$ cat src/rtl/simon_key_reader_if.sv
// Key stream from the Simon round-key reader to the round datapath.
// master drives key/index/valid; slave returns ready.
interface simon_key_reader_if #(
  parameter int unsigned ADDR_W = 7,
  parameter int unsigned DATA_W = 64
) ();
  logic [DATA_W-1:0] key_out;
  logic              key_valid;
  logic              key_ready;
  logic [ADDR_W-1:0] round_idx;

  modport master (output key_out, key_valid, round_idx, input key_ready);
  modport slave  (input key_out, key_valid, round_idx, output key_ready);
endinterface

$ cat src/rtl/simon_key_reader.sv
// Read sequencer for the Simon 128/256 round-key memory: issues reads, captures the
// 1-cycle-latency data into a skid FIFO and streams keys out. Optional abort: SIMON_KEY_READER_ABORT_EN.
module simon_key_reader #(
  parameter int unsigned ROUNDS     = 72,
  parameter int unsigned ADDR_W     = 7,
  parameter int unsigned DATA_W     = 64,
  parameter int unsigned FIFO_DEPTH = 4
) (
  input  logic                 clk,
  input  logic                 rst_n,
  input  logic                 start_i,
  input  logic                 decrypt_i,
`ifdef SIMON_KEY_READER_ABORT_EN
  input  logic                 abort_i,
`endif
  output logic [ADDR_W-1:0]    rd_adr_o,
  input  logic [DATA_W-1:0]    mem_dat_i,
  simon_key_reader_if.master   key_if,
  output logic                 busy_o,
  output logic                 done_o
);
  // One spare bit so a count equal to 2^ADDR_W cannot alias to zero.
  localparam int unsigned CntW = ADDR_W + 1;
  localparam int unsigned PtrW = $clog2(FIFO_DEPTH);
  localparam int unsigned OccW = $clog2(FIFO_DEPTH + 1);
  localparam int unsigned SumW = OccW + 2;

  typedef enum logic [1:0] {StIdle, StFetch, StDrain, StDone} state_e;

  state_e              state_q, state_d;
  logic                dec_q, dec_d;
  logic [ADDR_W-1:0]   rd_adr_q, rd_adr_d;
  logic [CntW-1:0]     iss_q, iss_d, acc_q, acc_d;
  logic                p0_vld_q, p1_vld_q;
  logic [ADDR_W-1:0]   p1_adr_q;
  logic [DATA_W-1:0]   fifo_dat_q [FIFO_DEPTH];
  logic [ADDR_W-1:0]   fifo_adr_q [FIFO_DEPTH];
  logic [PtrW-1:0]     wptr_q, rptr_q;
  logic [OccW-1:0]     occ_q, occ_d;
  logic [SumW-1:0]     pending;
  logic                issue, push, pop, flush, room, abort, key_valid;

`ifdef SIMON_KEY_READER_ABORT_EN
  assign abort = abort_i;
`else
  assign abort = 1'b0;
`endif

  function automatic logic [PtrW-1:0] ptr_inc(input logic [PtrW-1:0] p);
    return (p == PtrW'(FIFO_DEPTH - 1)) ? '0 : p + PtrW'(1);
  endfunction

  assign flush     = abort && (state_q != StIdle);
  assign key_valid = (occ_q != '0);
  assign pop       = key_valid && key_if.key_ready && !flush;
  assign push      = p1_vld_q;
  assign occ_d     = occ_q + OccW'(push) - OccW'(pop);

  // FIFO entries plus reads still in the memory pipe, after this cycle's pop.
  assign pending = SumW'(occ_q) + SumW'(p0_vld_q) + SumW'(p1_vld_q) - SumW'(pop);
  assign room    = pending < SumW'(FIFO_DEPTH);

  always_comb begin
    state_d  = state_q;
    dec_d    = dec_q;
    rd_adr_d = rd_adr_q;
    iss_d    = iss_q;
    acc_d    = acc_q;
    issue    = 1'b0;
    if (pop) acc_d = acc_q + CntW'(1);
    unique case (state_q)
      StIdle: begin
        if (start_i) begin
          dec_d    = decrypt_i;
          rd_adr_d = decrypt_i ? ADDR_W'(ROUNDS - 1) : '0;
          iss_d    = CntW'(1);
          acc_d    = '0;
          issue    = 1'b1;
          state_d  = StFetch;
        end
      end
      StFetch: begin
        if (room && (iss_q < CntW'(ROUNDS))) begin
          issue    = 1'b1;
          iss_d    = iss_q + CntW'(1);
          rd_adr_d = dec_q ? rd_adr_q - ADDR_W'(1) : rd_adr_q + ADDR_W'(1);
          if (iss_d == CntW'(ROUNDS)) state_d = StDrain;
        end
      end
      StDrain: begin
        if (acc_d == CntW'(ROUNDS)) state_d = StDone;
      end
      StDone:  state_d = StIdle;
      default: state_d = StIdle;
    endcase
    if (flush) begin
      state_d = StIdle;
      issue   = 1'b0;
    end
  end

  always_ff @(posedge clk or negedge rst_n) begin
    if (!rst_n) begin
      state_q  <= StIdle;
      dec_q    <= 1'b0;
      rd_adr_q <= '0;
      iss_q    <= '0;
      acc_q    <= '0;
      p0_vld_q <= 1'b0;
      p1_vld_q <= 1'b0;
      p1_adr_q <= '0;
    end else begin
      state_q  <= state_d;
      dec_q    <= dec_d;
      rd_adr_q <= rd_adr_d;
      iss_q    <= iss_d;
      acc_q    <= acc_d;
      // p0: address presented this cycle; p1: its data is on mem_dat_i this cycle.
      p0_vld_q <= issue;
      p1_vld_q <= p0_vld_q && !flush;
      p1_adr_q <= rd_adr_q;
    end
  end

  always_ff @(posedge clk or negedge rst_n) begin
    if (!rst_n) begin
      for (int i = 0; i < int'(FIFO_DEPTH); i++) begin
        fifo_dat_q[i] <= '0;
        fifo_adr_q[i] <= '0;
      end
      wptr_q <= '0;
      rptr_q <= '0;
      occ_q  <= '0;
    end else if (flush) begin
      wptr_q <= '0;
      rptr_q <= '0;
      occ_q  <= '0;
    end else begin
      if (push) begin
        fifo_dat_q[wptr_q] <= mem_dat_i;
        fifo_adr_q[wptr_q] <= p1_adr_q;
        wptr_q             <= ptr_inc(wptr_q);
      end
      if (pop) rptr_q <= ptr_inc(rptr_q);
      occ_q <= occ_d;
    end
  end

  assign rd_adr_o         = rd_adr_q;
  assign key_if.key_out   = fifo_dat_q[rptr_q];
  assign key_if.round_idx = fifo_adr_q[rptr_q];
  assign key_if.key_valid = key_valid;
  assign busy_o           = (state_q == StFetch) || (state_q == StDrain);
  assign done_o           = (state_q == StDone);
endmodule
$ cat src/flat_wrapper.sv
// flat-port wrapper written by rule: the top's interface ports become plain ports
module simon_key_reader_flat 
#(
  parameter int unsigned ROUNDS     = 72,
  parameter int unsigned ADDR_W     = 7,
  parameter int unsigned DATA_W     = 64,
  parameter int unsigned FIFO_DEPTH = 4
)
  (clk, rst_n, start_i, decrypt_i, rd_adr_o, mem_dat_i, busy_o, done_o, key_if_key_out, key_if_key_valid, key_if_round_idx, key_if_key_ready);
  simon_key_reader_if #(.ADDR_W(ADDR_W), .DATA_W(DATA_W)) key_if_i ();
  input  logic clk;
  input  logic rst_n;
  input  logic start_i;
  input  logic decrypt_i;
  output logic [ADDR_W-1:0] rd_adr_o;
  input  logic [DATA_W-1:0] mem_dat_i;
  output logic busy_o;
  output logic done_o;
  output wire logic [$bits(key_if_i.key_out)-1:0] key_if_key_out;
  output wire logic [$bits(key_if_i.key_valid)-1:0] key_if_key_valid;
  output wire logic [$bits(key_if_i.round_idx)-1:0] key_if_round_idx;
  input wire logic [$bits(key_if_i.key_ready)-1:0] key_if_key_ready;
  assign key_if_key_out = key_if_i.key_out;
  assign key_if_key_valid = key_if_i.key_valid;
  assign key_if_round_idx = key_if_i.round_idx;
  assign key_if_i.key_ready = key_if_key_ready;
  simon_key_reader #(.ROUNDS(ROUNDS), .ADDR_W(ADDR_W), .DATA_W(DATA_W), .FIFO_DEPTH(FIFO_DEPTH)) u_core (.clk(clk), .rst_n(rst_n), .start_i(start_i), .decrypt_i(decrypt_i), .rd_adr_o(rd_adr_o), .mem_dat_i(mem_dat_i), .key_if(key_if_i), .busy_o(busy_o), .done_o(done_o));
endmodule
$ cat config.mk
export PLATFORM = sky130hd
export DESIGN_NAME = simon_key_reader_flat
export DESIGN_NICKNAME = d
export VERILOG_FILES = /design/src/rtl/simon_key_reader_if.sv /design/src/rtl/simon_key_reader.sv /design/src/flat_wrapper.sv
export SDC_FILE = /design/constraint.sdc
export NUM_CORES = 1
export LEC_CHECK = 0
export ABC_AREA = 1
export BUFFER_PORTS_ARGS = -buffer_cell sky130_fd_sc_hd__buf_2
export CAP_MARGIN = 0
export CORE_UTILIZATION = 59
export DETAILED_ROUTE_END_ITERATION = 8
export PLACE_DENSITY = 0.83
export SETUP_SLACK_MARGIN = 0.5
export SLEW_MARGIN = 30
export SYNTH_ARGS = -nofsm -noshare
export SYNTH_HDL_FRONTEND = slang
export SYNTH_SLANG_ARGS = --single-unit
$ cat constraint.sdc
create_clock -name clk -period 6.4 [get_ports clk]
set_input_delay 1.28 -clock clk [delete_from_list [all_inputs] [get_ports clk]]
set_output_delay 1.28 -clock clk [all_outputs]
set_load 0.02 [all_outputs]
==> results of run 1 <==
## state kept, by name (all words and copies together) (netlist names)
signal,cells
u_core.rptr_q,2
u_core.iss_q,8
u_core.fifo_dat_q,256
u_core.rd_adr_o,7
u_core.p1_vld_q,1
u_core.state_q,2
u_core.p0_vld_q,1
u_core.p1_adr_q,7
u_core.occ_q,3
u_core.wptr_q,2
u_core.fifo_adr_q,28
u_core.acc_q,8
u_core.dec_q,1
## through the flow
stage / instance area, um2 / cells
floorplan: 14600 / 1714
global placement: 15400 / 2085
detailed placement: 15400 / 2086
CTS: 16500 / 2148
global route: 16600 / 2148
finish: 16600 / 2148
## cell families (layout without fill, tap and decap cells)
kind of cell    Yosys count  after routing
compound gates          536            536
xor+xnor                  5              5
fa+ha+maj                26             26
buf+inv                 229            339
flops                   326            326
simple gates            592            592
## placed cells by master, fill, tap and decap left out, types with 11 or more instances in the layout
cell type / n
buf_2: 148
a21oi_1: 11
dfrtp_1: 324
nand3_1: 23
inv_1: 113
clkbuf_16: 35
o21ai_0: 442
nand2_1: 383
o22ai_1: 71
ha_1: 24
nor2_1: 160
## area by class of cell
| type | count | area share (%) |
|---|---|---|
| Timing Repair Buffer | 160 | 5.31 |
| Multi-Input combinational cell | 1159 | 33.5 |
| Sequential cell | 326 | 49.3 |
| Clock buffer | 52 | 6.16 |
| Tap cell | 324 | 2.45 |
| Inverter | 117 | 2.67 |
| Clock inverter | 10 | 0.582 |
## final timing paths
check                                 start                    end  slack [ns]
max                        u_core.rptr_q[0]     key_if_key_out[21]        2.03
min                         u_core.p0_vld_q        u_core.p1_vld_q        0.41
max reg2reg                 u_core.occ_q[1]        u_core.iss_q[3]        3.57
min reg2reg                 u_core.p0_vld_q        u_core.p1_vld_q        0.41
max in group asynchronous             rst_n  u_core.fifo_dat_q[43]        4.38
min in group asynchronous             rst_n  u_core.fifo_dat_q[75]        0.76
## per-layer routing
layer / wire [um] / share of wire (%) / GRT usage, % / vias up
met1: 15100 / 44 / 38.7 / 5948
met5: 0 / 0 / 0 / -
li1: - / - / - / 5821
met4: 784 / 2.3 / 9.09 / 0
met3: 1860 / 5.5 / 3.36 / 66
met2: 16300 / 48 / 44.0 / 430
## where the power goes
part           total (W)  switching, W  internal [W]
logic            0.00420       0.00278       0.00142
clock network    0.00195      0.000802       0.00115
registers        0.00369      0.000622       0.00307
==> run summary, run 1 <==
TritonCTS Buffers -> 35
CTS tree -> yes
drt initial violations -> 1292
largest family of logic cells by synthesized area -> compound AO/OA/AOI/OAI gates
total grt overflow -> 0
post-cts resize count -> 0
# setup viols final -> 0
largest net degree at the start of global routing -> 157
top-count cell post-synth -> o21ai_0
vias in the first global route -> 11900
Top FF cell, synth -> dfrtp_1
Netlist cell types -> 35
first-pass GRT wire length -> 57.4 mm
Synth warnings -> 0
area added between synthesis and finish -> 13.3%
CTS root buffer -> clkbuf_16
maximum clock insertion buffer count -> 3
adder and majority gate portion of the synthesized area -> 2.33%
Synthesized Nets -> 1809
Critical-path top delay cell -> dfrtp_4
share of the synthesized area in the top cell type -> 55.8%
Levels on crit path -> 5
status -> finished, final reports clean
Total GRT Usage -> 27.3%
final slew viol count -> 0
min Tclk post-route -> 4.37 ns
Row Count -> 57
setup bufs post-CTS -> 0
compound-cell area share of the yosys netlist -> 19.2%
hold_ws -> 0.410 ns
worst-case reg-to-reg path depth -> 13
Synth Cell Area -> 14600 um2
register area share after synthesis -> 55.8%
Routed WL per cell -> 15.9 um
maximum vdd drop -> 0.349 mV
I/O pins -> 150
worst min-delay path class -> register to register
skew final -> 0.0208 ns
Synth area leaders -> dfrtp_1, o21ai_0, nand2_1
WHS Path Cells -> 0
fin crit share -> 68.3%
FF+latch count, synth -> 326
H-tree Lvls -> 2
LEAKAGE -> 8.24 nW
Core Region -> 24300 um2
number of vias in the routed layout -> 12300
HPWL after detailed placement -> 19.6 mm
slew margin rel. -> 38.6%
worst slack at placement -> 2.61 ns
initial core utilization -> 60.1%
Reg clk slew, reported paths -> 0.06 ns
initial antenna violation count -> 0
area of the multi-input gates -> 5550 um2
Post-CTS Hold Buffers -> 0
Die Wd -> 159 um
Simple-Gate Fraction of Synth Area -> 15.9%
share of cells above drive strength 1 -> 13.2%
via-per-instance ratio -> 5.71
WS Path Type -> register to primary output
setup_tns -> 0 ns
Final ANT Viol Nets -> 0
RD Place Congestion -> 0.829
delay-heaviest family, CP -> buffers and inverters
RSZ-0062 raised after global routing -> false
post-synthesis instance total -> 1714
post-synthesis mux area share -> 0%
Worst EP required -> 5.12 ns
slowest stage delay, CP -> 0.64 ns
Die H -> 159 um
Post-synth EDFFs -> 0
filler cell count -> 1865
critical-path cell list -> inv_4 -> buf_4 -> o21ai_0 -> o22ai_1 -> buf_2
Worst EP arrival -> 3.09 ns
drt drc -> 0
Layout Utilization -> 68.1%
WP buf/inv -> 3
IO Port Bufs -> 149
Startpoint Class -> register
Peak Freq -> 0.229 GHz
Post-Route WL -> 34.1 mm
clock sinks -> 326
final hold vios -> 0
fin nets -> 1894
first drt pass iteration count -> 6
Setup crit end kind -> primary output
Diodes inserted -> 0
crit path max fanout -> 82
Worst-Skew Late Latency -> 0.51 ns
xor/xnor share of the synthesized area -> 0.300%
Worst Setup Slack, final -> 2.03 ns
pwr dens -> 595 nW/um2
ys async rst share -> 100%
Total Power -> 0.00984 W
worst-margin pin slew -> 0.922 ns
Max Cap Viol -> 0
leading area contributor after synthesis -> dfrtp_1
top cells by count, synth -> o21ai_0, nand2_1, dfrtp_1
storage element area -> 8160 um2
Mapped Avg Cell Area -> 8.52 um2
die area -> 25400 um2
Note: power is estimated with default switching activity, not from simulation.
==> run 2, diff against run 1 <==
==> constraint.sdc (replaced) <==
create_clock -name clk -period 4.3 [get_ports clk]
set_input_delay 0.86 -clock clk [delete_from_list [all_inputs] [get_ports clk]]
set_output_delay 0.86 -clock clk [all_outputs]
set_load 0.02 [all_outputs]
==> run summary, run 2 (synthesis results as in run 1) <==
status -> finished, final reports clean
Startpoint Class -> register
min Tclk post-route -> 3.62 ns
final hold vios -> 0
Routed WL per cell -> 15.9 um
Reg clk slew, reported paths -> 0.06 ns
Int Pwr -> 0.00824 W
clock sinks -> 326
Finished Layout Cells -> 2152
Biggest register -> u_core.fifo_dat_q
Placed Cells -> 2094
WP buf/inv -> 3
post-cts resize count -> 0
delay-heaviest family, CP -> buffers and inverters
fin crit share -> 84.2%
Sw Share -> 43.0%
skew final -> 0.00778 ns
vias in the first global route -> 11700
Peak Freq -> 0.276 GHz
maximum vdd drop -> 0.630 mV
share of cells above drive strength 1 -> 13.3%
number of vias in the routed layout -> 12100
Setup crit end kind -> primary output
RSZ-0062 raised after global routing -> false
H-tree Lvls -> 2
IO Port Bufs -> 149
reg2reg setup slack -> 1.39 ns
Critical-path top delay cell -> dfrtp_4
slowest stage delay, CP -> 0.75 ns
area added between synthesis and finish -> 13.0%
setup bufs post-CTS -> 0
largest net degree at the start of global routing -> 104
Placement Cell Area -> 15500 um2
Die Wd -> 159 um
worst-case reg-to-reg path depth -> 13
HPWL after detailed placement -> 20.4 mm
Total GRT Usage -> 27.5%
worst min-delay path class -> register to register
initial antenna violation count -> 1
Clock Power Share -> 18.6%
# setup viols final -> 0
CTS tree -> yes
drt drc -> 0
Die H -> 159 um
Max Cap Viol -> 0
initial core utilization -> 60.1%
first-pass GRT wire length -> 57.2 mm
Logic pwr share -> 43.0%
TritonCTS Buffers -> 35
Post-CTS Hold Buffers -> 0
commonest cells after routing, fill and taps aside -> o21ai_0, nand2_1, dfrtp_1, nor2_1, buf_2
Worst R2R Start -> u_core.occ_q[1]
max reg flops -> 256
Worst Hold Endpoint -> u_core.p1_vld_q
WHS Path Cells -> 0
Worst-Skew Late Latency -> 0.50 ns
setup_tns -> 0 ns
total grt overflow -> 0
pwr dens -> 875 nW/um2
min-delay src -> u_core.p0_vld_q
first drt pass iteration count -> 6
finished layout cell area -> 16500 um2
leading cell type in the layout, fill and taps excluded -> o21ai_0
Row Count -> 57
Total Power -> 0.0144 W
Sequential Power Share -> 38.3%
LEAKAGE -> 8.22 nW
RD Place Congestion -> 0.835
worst-margin pin slew -> 0.888 ns
drt initial violations -> 1159
top flop regs -> u_core.fifo_dat_q x256, u_core.fifo_adr_q x28
Switch Pwr -> 0.00621 W
via-per-instance ratio -> 5.64
slew margin rel. -> 40.7%
final slew viol count -> 0
hold_ws -> 0.395 ns
Post-Route WL -> 34.3 mm
Final ANT Viol Nets -> 0
WS Path Type -> register to primary output
Core Region -> 24300 um2
Worst EP required -> 3.44 ns
crit path max fanout -> 69
fin nets -> 1902
maximum clock insertion buffer count -> 3
Worst EP arrival -> 2.76 ns
worst r2r dst -> u_core.iss_q[4]
CTS root buffer -> clkbuf_16
die area -> 25400 um2
I/O pins -> 150
critical-path cell list -> inv_4 -> buf_12 -> o21ai_0 -> o22ai_1 -> buf_2
==> run 2: metrics by stage <==
step | setup WS, ns | util (%)
2_1_floorplan | 1.56 | -
3_3_place_gp | 1.18 | 63.7
3_5_place_dp | 0.987 | 63.7
4_1_cts | 0.686 | 67.8
5_1_grt | 0.523 | 67.9
6_report | 0.681 | 67.9
==> run 2: metal layers <==
metal  track usage, %  wire [um]
met5                0          0
met4             8.74        769
met3             4.40       1970
met2             45.0      16700
met1             37.9      14800
==> run 2: worst max path at each step <==
| stage | from | endpoint | slack, ns | cells past startpoint |
|---|---|---|---|---|
| 2_1_floorplan | key_if_key_ready | u_core.rd_adr_o[6] | 1.56 | 15 |
| 3_3_place_gp | key_if_key_ready | u_core.iss_q[3] | 1.18 | 14 |
| 3_5_place_dp | key_if_key_ready | u_core.iss_q[4] | 0.99 | 14 |
| 4_1_cts | u_core.rptr_q[0] | key_if_round_idx[0] | 0.69 | 5 |
| 5_1_grt | u_core.rptr_q[0] | key_if_round_idx[0] | 0.52 | 5 |
| 6_report | u_core.rptr_q[0] | key_if_key_out[30] | 0.68 | 5 |
==> run 2: area by class of cell <==
| type | count | area (um2) |
|---|---|---|
| sequential | 326 | 8160 |
| fill | 1909 | 7810 |
| multi-input combinational | 1159 | 5560 |
| clock buffer | 48 | 955 |
| timing repair buffer | 168 | 936 |
| inverter | 117 | 442 |
| tap | 324 | 405 |
| clock inverter | 9 | 48.8 |
| antenna | 1 | 2.50 |
==> run 2: power by group through the flow <==
stage / sequential, W / clock (W) / combinational (W)
3_5_place_dp: 0.00554 / 0 / 0.00617
4_1_cts: 0.00551 / 0.00274 / 0.00622
5_1_grt: 0.00571 / 0.00286 / 0.00697
6_report: 0.00554 / 0.00269 / 0.00622
2_1_floorplan: 0.00522 / 0 / 0.00457
3_3_place_gp: 0.00547 / 0 / 0.00595
==> run 3, diff against run 2 <==
--- a/config.mk
+++ b/config.mk
@@ -5,12 +5,12 @@
 export SDC_FILE = /design/constraint.sdc
 export NUM_CORES = 1
 export LEC_CHECK = 0
-export ABC_AREA = 1
+export ABC_AREA = 0
 export BUFFER_PORTS_ARGS = -buffer_cell sky130_fd_sc_hd__buf_2
 export CAP_MARGIN = 0
-export CORE_UTILIZATION = 59
+export CORE_UTILIZATION = 53
 export DETAILED_ROUTE_END_ITERATION = 8
-export PLACE_DENSITY = 0.83
+export PLACE_DENSITY = 0.79
 export SETUP_SLACK_MARGIN = 0.5
 export SLEW_MARGIN = 30
 export SYNTH_ARGS = -nofsm -noshare
==> constraint.sdc (replaced) <==
create_clock -name clk -period 3.16 [get_ports clk]
set_input_delay 0.632 -clock clk [delete_from_list [all_inputs] [get_ports clk]]
set_output_delay 0.632 -clock clk [all_outputs]
set_load 0.02 [all_outputs]
==> run summary, run 3 <==
Final ANT Viol Nets -> 0
Worst-Skew Late Latency -> 0.52 ns
slew margin rel. -> 59.0%
die area -> 28100 um2
top-count cell post-synth -> dfrtp_1
drt initial violations -> 439
Synthesized Nets -> 1034
area of the multi-input gates -> 6250 um2
Die H -> 168 um
final hold vios -> 0
status -> finished, final reports clean
CTS root buffer -> clkbuf_16
min Tclk post-route -> 2.96 ns
leading area contributor after synthesis -> dfrtp_1
number of vias in the routed layout -> 8574
top flop regs -> u_core.fifo_dat_q x256, u_core.fifo_adr_q x28
Top FF cell, synth -> dfrtp_1
Core Region -> 27000 um2
Biggest register -> u_core.fifo_dat_q
fin crit share -> 93.8%
Post-Route WL -> 30.8 mm
Startpoint Class -> register
initial antenna violation count -> 0
vias in the first global route -> 9167
Post-synth EDFFs -> 0
crit path max fanout -> 3
commonest cells after routing, fill and taps aside -> dfrtp_1, mux2_2, buf_2, mux4_2, clkbuf_16
hold_ws -> 0.113 ns
CTS tree -> yes
WS Path Type -> register to register
first-pass GRT wire length -> 49.8 mm
storage element area -> 8170 um2
largest net degree at the start of global routing -> 76
Die Wd -> 168 um
final slew viol count -> 0
skew final -> 0.0228 ns
post-synthesis instance total -> 939
Row Count -> 60
top cells by count, synth -> dfrtp_1, mux2_2, mux4_2
worst-margin pin slew -> 0.616 ns
filler cell count -> 1857
Max Cap Viol -> 0
# setup viols final -> 0
LEAKAGE -> 7.86 nW
I/O pins -> 150
Worst EP arrival -> 3.37 ns
register area share after synthesis -> 56.1%
initial core utilization -> 53.9%
setup_tns -> 0 ns
Peak Freq -> 0.337 GHz
Total GRT Usage -> 22.5%
Worst EP required -> 3.56 ns
first drt pass iteration count -> 4
IO Port Bufs -> 149
pwr dens -> 1210 nW/um2
Synth area leaders -> dfrtp_1, mux2_2, mux4_2
Diodes inserted -> 0
Routed WL per cell -> 20.6 um
via-per-instance ratio -> 5.75
total grt overflow -> 0
Synth Cell Area -> 14500 um2
worst min-delay path class -> primary input to asynchronous set/reset pin
Setup crit end kind -> register
share of cells above drive strength 1 -> 56.0%
RSZ-0062 raised after global routing -> true
TritonCTS Buffers -> 36
fin nets -> 1220
maximum clock insertion buffer count -> 3
drt drc -> 0
ys async rst share -> 100%
Netlist cell types -> 48
Synth warnings -> 0
H-tree Lvls -> 2
RD Place Congestion -> 0.816
maximum vdd drop -> 0.696 mV
Mapped Avg Cell Area -> 15.5 um2
leading cell type in the layout, fill and taps excluded -> dfrtp_1
clock sinks -> 326
Reg clk slew, reported paths -> 0.06 ns
share of the synthesized area in the top cell type -> 56.1%
area added between synthesis and finish -> 22.4%
FF+latch count, synth -> 326
HPWL after detailed placement -> 18.4 mm
max reg flops -> 256
run 3: changes by cell type after synthesis, sizes merged, moves of 10 or more:
cell	change
nand3	-15
nor3	+10
mux4	+71
mux2	+287
clkbuf	-36
buf	-23
o22ai	-71
nand2	-352
o21ai	-435
inv	-96
nor2	-153
run 3: cells by family after synthesis:
kind of cell	synth area share, %
AOI/OAI and AO/OA	2.48
xor gates and xnor gates	0.723
adders and majority gates	2.34
buffers and inverters	1.98
DFF	56.1
muxes	33.2
and+or+nand+nor	3.13
run 3: per-stage QoR:
step | std cells | power (W) | cell area, um2 | utilization [%] | setup WS, ns
2_1_floorplan | 939 | 0.0135 | 14600 | - | 0.287
3_3_place_gp | 1403 | 0.0157 | 15900 | 59.1 | 0.220
3_5_place_dp | 1403 | 0.0160 | 15900 | 59.1 | 0.110
4_1_cts | 1485 | 0.0212 | 17600 | 65.2 | 0.305
5_1_grt | 1492 | 0.0227 | 17800 | 66.0 | 0.114
6_report | 1492 | 0.0215 | 17800 | 66.0 | 0.197
run 3: worst max-delay path, stage by stage (launching register included):
cell and delay [ns]:
dfrtp_1 0.42, ha_4 0.20, ha_4 0.17, xor2_2 0.18, ha_1 0.38, o211a_1 0.26
nor3_1 0.24, o221ai_2 0.17, o32a_1 0.35, a21oi_2 0.16, mux2_4 0.31
run 3: layout make-up:
type,count,share of cell area [%]
Sequential cell,326,45.9
Multi-Input combinational cell,540,35.1
Inverter,20,0.450
Clock inverter,10,0.921
Timing Repair Buffer,201,8.83
Tap cell,341,2.40
Clock buffer,54,6.36
run 3: per-layer routing:
| metal | part of all wire [%] | track usage, % | up-vias | wire, um |
|---|---|---|---|---|
| met4 | 1.4 | 5.54 | 0 | 446 |
| met2 | 50 | 37.3 | 196 | 15300 |
| met3 | 4.6 | 3.95 | 35 | 1420 |
| met1 | 44 | 31.1 | 4487 | 13600 |
| li1 | - | - | 3856 | - |
| met5 | 0 | 0 | - | 0 |
run 3: final timing paths:
kind | slack, ns | to | startpoint | cells past startpoint
setup / recovery | 0.20 | u_core.state_q[1] | u_core.occ_q[0] | 10
hold / removal | 0.11 | u_core.fifo_dat_q[211] | rst_n | 1
setup reg to reg | 0.20 | u_core.state_q[1] | u_core.occ_q[0] | 10
hold reg to reg | 0.43 | u_core.p1_adr_q[4] | u_core.rd_adr_o[4] | 0
max in group asynchronous | 2.25 | u_core.fifo_dat_q[123] | rst_n | 2
min in group clk | 0.37 | u_core.dec_q | decrypt_i | 3
run 3: repair_timing:
| action | CTS | global route |
|---|---|---|
| setup endpoints to repair | 76 | 51 |
| hold buffers | 0 | 0 |
| pin swaps | 2 | 1 |
| cloned | 4 | 3 |
| buffers inserted | 14 | 4 |
| resized for setup | 25 | 31 |
run 3: report_power, final:
| part | internal [W] | switching (W) | leakage (nW) | total, W |
|---|---|---|---|---|
| logic | 0.00521 | 0.00438 | 3.35 | 0.00959 |
| registers | 0.00624 | 0.00120 | 3.88 | 0.00745 |
| clock network | 0.00280 | 0.00165 | 0.638 | 0.00445 |
